--- src/rtl/uart_pkg.sv ---
// Shared UART definitions: FSM state encoding, default bit timing, data width.
package uart_pkg;

  localparam int CYCLES_PER_BIT = 86;
  localparam int DATA_W         = 8;

  typedef enum logic [2:0] {
    S_IDLE  = 3'd0,
    S_START = 3'd1,
    S_DATA  = 3'd2,
    S_STOP  = 3'd3,
    S_BREAK = 3'd4
  } uart_state_t;

endpackage

--- src/rtl/uart_sync.sv ---
// Two-flop synchronizer for asynchronous inputs; flops reset to 1 (idle-high line).
module uart_sync #(
  parameter int WIDTH = 1
) (
  input  logic             clk,
  input  logic             rst_n,
  input  logic [WIDTH-1:0] d_i,
  output logic [WIDTH-1:0] q_o
);

  logic [WIDTH-1:0] meta_q;
  logic [WIDTH-1:0] sync_q;

  // Two back-to-back flops to resolve metastability on the asynchronous input.
  always_ff @(posedge clk or negedge rst_n) begin
    if (!rst_n) begin
      meta_q <= '1;
      sync_q <= '1;
    end else begin
      meta_q <= d_i;
      sync_q <= meta_q;
    end
  end

  assign q_o = sync_q;

endmodule

--- src/rtl/uart_rx.sv ---
// 8N1 UART receiver: synchronizes rx_bit, checks the start bit at mid-bit,
// samples data and stop bits at bit centres, strobes rx_done or rx_frame_err.
module uart_rx
  import uart_pkg::*;
#(
  parameter int CYCLES_PER_BIT_P = CYCLES_PER_BIT
) (
  input  logic              clk,
  input  logic              rst_n,
  input  logic              rx_bit,
  output logic [DATA_W-1:0] rx_word,
  output logic              rx_done,
  output logic              rx_active,
  output logic              rx_frame_err
);

  localparam logic [8:0] CNT_TC   = 9'(CYCLES_PER_BIT_P);
  localparam logic [8:0] CNT_HALF = 9'(CYCLES_PER_BIT_P / 2);

  logic              rx_sync;
  uart_state_t       state_q, state_d;
  logic [8:0]        cnt_q, cnt_d;
  logic [2:0]        idx_q, idx_d;
  logic [DATA_W-1:0] shift_q, shift_d;
  logic [DATA_W-1:0] word_q, word_d;
  logic              done_q, done_d;
  logic              active_q, active_d;
  logic              ferr_q, ferr_d;

  uart_sync #(.WIDTH(1)) u_sync (
    .clk   (clk),
    .rst_n (rst_n),
    .d_i   (rx_bit),
    .q_o   (rx_sync)
  );

  // State, counters, shift register and registered outputs.
  always_ff @(posedge clk or negedge rst_n) begin
    if (!rst_n) begin
      state_q  <= S_IDLE;
      cnt_q    <= '0;
      idx_q    <= '0;
      shift_q  <= '0;
      word_q   <= '0;
      done_q   <= 1'b0;
      active_q <= 1'b0;
      ferr_q   <= 1'b0;
    end else begin
      state_q  <= state_d;
      cnt_q    <= cnt_d;
      idx_q    <= idx_d;
      shift_q  <= shift_d;
      word_q   <= word_d;
      done_q   <= done_d;
      active_q <= active_d;
      ferr_q   <= ferr_d;
    end
  end

  // Next-state logic; strobes default low so they last exactly one cycle.
  always_comb begin
    state_d  = state_q;
    cnt_d    = cnt_q;
    idx_d    = idx_q;
    shift_d  = shift_q;
    word_d   = word_q;
    done_d   = 1'b0;
    active_d = active_q;
    ferr_d   = 1'b0;
    unique case (state_q)
      S_IDLE: begin
        cnt_d    = '0;
        idx_d    = '0;
        active_d = 1'b0;
        if (!rx_sync) begin
          state_d  = S_START;
          active_d = 1'b1;
        end
      end
      S_START: begin
        if (cnt_q == CNT_HALF) begin
          // Restarting the count here aligns later samples to bit centres.
          cnt_d = '0;
          if (!rx_sync) begin
            state_d = S_DATA;
          end else begin
            state_d  = S_IDLE;
            active_d = 1'b0;
          end
        end else begin
          cnt_d = cnt_q + 9'd1;
        end
      end
      S_DATA: begin
        if (cnt_q == CNT_TC) begin
          cnt_d          = '0;
          shift_d[idx_q] = rx_sync;
          if (idx_q == 3'd7) begin
            state_d = S_STOP;
            idx_d   = '0;
          end else begin
            idx_d = idx_q + 3'd1;
          end
        end else begin
          cnt_d = cnt_q + 9'd1;
        end
      end
      S_STOP: begin
        if (cnt_q == CNT_TC) begin
          cnt_d    = '0;
          active_d = 1'b0;
          if (rx_sync) begin
            word_d  = shift_q;
            done_d  = 1'b1;
            state_d = S_IDLE;
          end else begin
            // A held-low line must go high again before a new start is accepted.
            ferr_d  = 1'b1;
            state_d = S_BREAK;
          end
        end else begin
          cnt_d = cnt_q + 9'd1;
        end
      end
      S_BREAK: begin
        if (rx_sync) begin
          state_d = S_IDLE;
        end
      end
      default: begin
        state_d  = S_IDLE;
        cnt_d    = '0;
        idx_d    = '0;
        active_d = 1'b0;
      end
    endcase
  end

  assign rx_word      = word_q;
  assign rx_done      = done_q;
  assign rx_active    = active_q;
  assign rx_frame_err = ferr_q;

endmodule

--- config.mk ---
export PLATFORM = sky130hd
export DESIGN_NAME = uart_rx
export DESIGN_NICKNAME = d
export VERILOG_FILES = /design/src/rtl/uart_pkg.sv /design/src/rtl/uart_sync.sv /design/src/rtl/uart_rx.sv
export SDC_FILE = /design/constraint.sdc
export NUM_CORES = 1
export LEC_CHECK = 0
export ABC_AREA = 1
export BUFFER_PORTS_ARGS = -buffer_cell sky130_fd_sc_hd__buf_2
export CAP_MARGIN = 20
export CORE_MARGIN = 1
export CORE_UTILIZATION = 45
export DETAILED_ROUTE_END_ITERATION = 8
export PLACE_DENSITY = 0.58
export SETUP_SLACK_MARGIN = 0.15
export SLEW_MARGIN = 20
export SYNTH_ARGS = -nofsm -noshare
export SYNTH_HDL_FRONTEND = slang
export SYNTH_SLANG_ARGS = --single-unit
--- constraint.sdc ---
create_clock -name clk -period 4 [get_ports clk]
set_input_delay 0.4 -clock clk [delete_from_list [all_inputs] [get_ports clk]]
set_output_delay 0.4 -clock clk [all_outputs]
set_load 0.03 [all_outputs]
==> flow_metrics.tcl <==
set metrics [dict create \
    antenna_found_initial 0 \
    via_count 1588 \
    ys_types 28 \
    die_x_um 68.7 \
    grtUsageTotal_pct 19.6 \
    max_freq_mhz 636 \
    cts.htree.levels 2 \
    worstMarginPinSlew_ps 810 \
    cts-hold-fix-buffers 0 \
    crit_type "reg -> reg" \
    dr.first_iter.drc_count 84 \
    synth_seq_cells 36 \
    dpl_worst_slack_ps 2430 \
    path_clk_slew_ps 80 \
    tritoncts "done" \
    numCtsBuffers 5 \
    cp-end-kind "register" \
    hold_path_class "in -> async" \
    yosysWarningCount 0 \
    fin_util_pct 53.2 \
    pwr_density_cell_nw_per_um2 494 \
    crit_path_start "cnt_q[0]" \
    final_cell_mix "nand2_1, dfrtp_1, nand3_1, nor2_1, inv_1" \
    cts-root-buf "clkbuf_8" \
    finalMaxSlewViolations 0 \
    crit_end "cnt_q[2]" \
    clock_path_buffers 2 \
    diodes 0 \
    drive_above_1_share_pct 19.1 \
    cp_data_arrival_time_ps 1760 \
    crit_path_max_fanout 5 \
    drt.antenna.violating_nets 0 \
    timing.final.ws_setup_ps 2430 \
    core_um2 4140 \
    syn2layout_area_growth_pct 9.99 \
    min_period_over_period_pct 39.3 \
    drtPass1Iterations 4 \
    min_period_ps 1570 \
    cts-resized-gates 0 \
    io_pins 14 \
    layout_commonest_cell "nand2_1" \
    cap_violations 0 \
    grt.overflow.total 0 \
    rr_worst_depth 9 \
    reg2reg_setup_slack_ps 2430 \
    hold_viol 0 \
    wire_per_inst_um 11.7 \
    row_count 23 \
    ir_drop_uv 331 \
    die-area_um2 4720 \
    gp_congestion 0.801 \
    clkSinkCount 36 \
    syn_nets 270 \
    yosysSeqAreaShare_pct 45.1 \
    initial_utilization_pct 48.3 \
    grt_max_degree 37 \
    num-nets-final 284 \
    rsz0062_at_grt "no" \
    synth_area_per_cell_um2 7.62 \
    finalSetupViolations 0 \
    die_h_um 68.7 \
    setup.worst_path.start_class "register" \
    post_cts_buffers 0 \
    dp_hpwl_um 2810 \
    cellLeakagePower_nw 1.26 \
    grt_pass1_wl_um 6660 \
    via_per_inst 4.84 \
    fin_setup_tns_ps 0 \
    p_total_mw 1.09 \
    r2r_end "cnt_q[2]" \
    r2r-start "cnt_q[0]" \
    maxSlewHeadroom_pct 46.0 \
    grt_pass1_vias 1507 \
    finClkSkew_ps 5.11 \
    status "finished, final reports clean" \
    required_ps 4180 \
    syn-cell-area_um2 2000 \
    wirelength_um 3850 \
    synth_cells 263 \
    insertion_delay_ps 290 \
    nFillCells 408 \
    port_buffers 13 \
    remaining_drc_errors 0 \
]
==> registers in the layout, indices dropped and copies added (netlist names) <==
register       flops
cnt_q              9
idx_q              3
rx_active          1
rx_done            1
rx_frame_err       1
rx_word            8
shift_q            8
state_q            3
u_sync.meta_q      1
u_sync.q_o         1
==> kinds of logic (layout without fill, tap and decap cells) <==
group | after synthesis | count (layout) | synth area share, %
buffers and inverters | 37 | 52 | 7.81
XOR/XNOR | 3 | 3 | 1.31
AND/OR/NAND/NOR | 173 | 173 | 40.5
flip-flops | 36 | 36 | 45.1
AO/OA/AOI/OAI | 10 | 10 | 2.75
adder cells (fa/ha/maj) | 4 | 4 | 2.50
==> metrics by stage <==
stage,area [um2],hold WS (ps),std cells
final,2200,195,328
after CTS,2200,193,328
after global placement,2090,347,320
after detailed placement,2090,349,320
after floorplan,2000,104,263
after global routing,2200,190,328
==> layer usage <==
metal / routed length [um] / track usage, % / up-vias
met5: 0 / 0 / -
met4: 51 / 9.18 / 0
met3: 153 / 3.95 / 6
met2: 1620 / 29.5 / 33
met1: 2030 / 26.9 / 696
li1: - / - / 853
==> critical path: stages, from the launching register on <==
cell     delay (ps)
dfrtp_1         400
inv_1           110
ha_1            170
nand2_1          60
nor2_2          220
nand2_2         120
nand2_2         130
nand3_2         130
inv_2            90
nor2_1           40
==> area by class of cell <==
class / count / area (um2) / share of cell area, %
repair buffers: 13 / 65.1 / 2.95
inverters: 31 / 118 / 5.34
clock buffers: 5 / 68.8 / 3.12
clock inverters: 3 / 42.5 / 1.93
flip-flops and latches: 36 / 903 / 41.0
well taps: 50 / 62.6 / 2.84
multi-input cells: 190 / 943 / 42.8
==> power by group <==
group,internal [mW],total [mW],switching (mW),leakage [nW]
Sequential,0.398,0.440,0.0419,0.487
Combinational,0.103,0.329,0.227,0.720
Clock,0.184,0.319,0.135,0.0541
==> cell usage after synthesis <==
cell / number / share of area, %
nand2_1: 94 / 18
dfrtp_1: 34 / 42
nand3_1: 25 / 6.2
nor2_1: 23 / 4.3
inv_1: 20 / 3.7
nand4_1: 11 / 3.4
inv_2: 10 / 1.9
nand2_2: 8 / 2.5
nor2_2: 5 / 1.6
o21ai_1: 5 / 1.2
ha_1: 4 / 2.5
xor2_1: 3 / 1.3
buf_4: 2 / 0.75
dfstp_2: 2 / 2.6
nand3_2: 2 / 1.0
nor2_8: 2 / 2.0
o21ai_0: 2 / 0.50
a21oi_1: 1 / 0.25
buf_1: 1 / 0.19
buf_2: 1 / 0.25
buf_6: 1 / 0.56
clkbuf_1: 1 / 0.19
clkinv_2: 1 / 0.25
nand2_4: 1 / 0.56
nand4_4: 1 / 1.1
nor3_1: 1 / 0.25
o211ai_1: 1 / 0.37
o21bai_1: 1 / 0.37
==> how the worst min path moves through the flow <==
stage,startpoint,end,cells after the start
final,rst_n,cnt_q[5],1
after floorplan,rst_n,cnt_q[0],0
after detailed placement,u_sync.meta_q,u_sync.q_o,0
after global placement,u_sync.meta_q,u_sync.q_o,0
after global routing,rx_bit,u_sync.meta_q,1
after CTS,rx_bit,u_sync.meta_q,1
(Power assumes the default switching activity.)
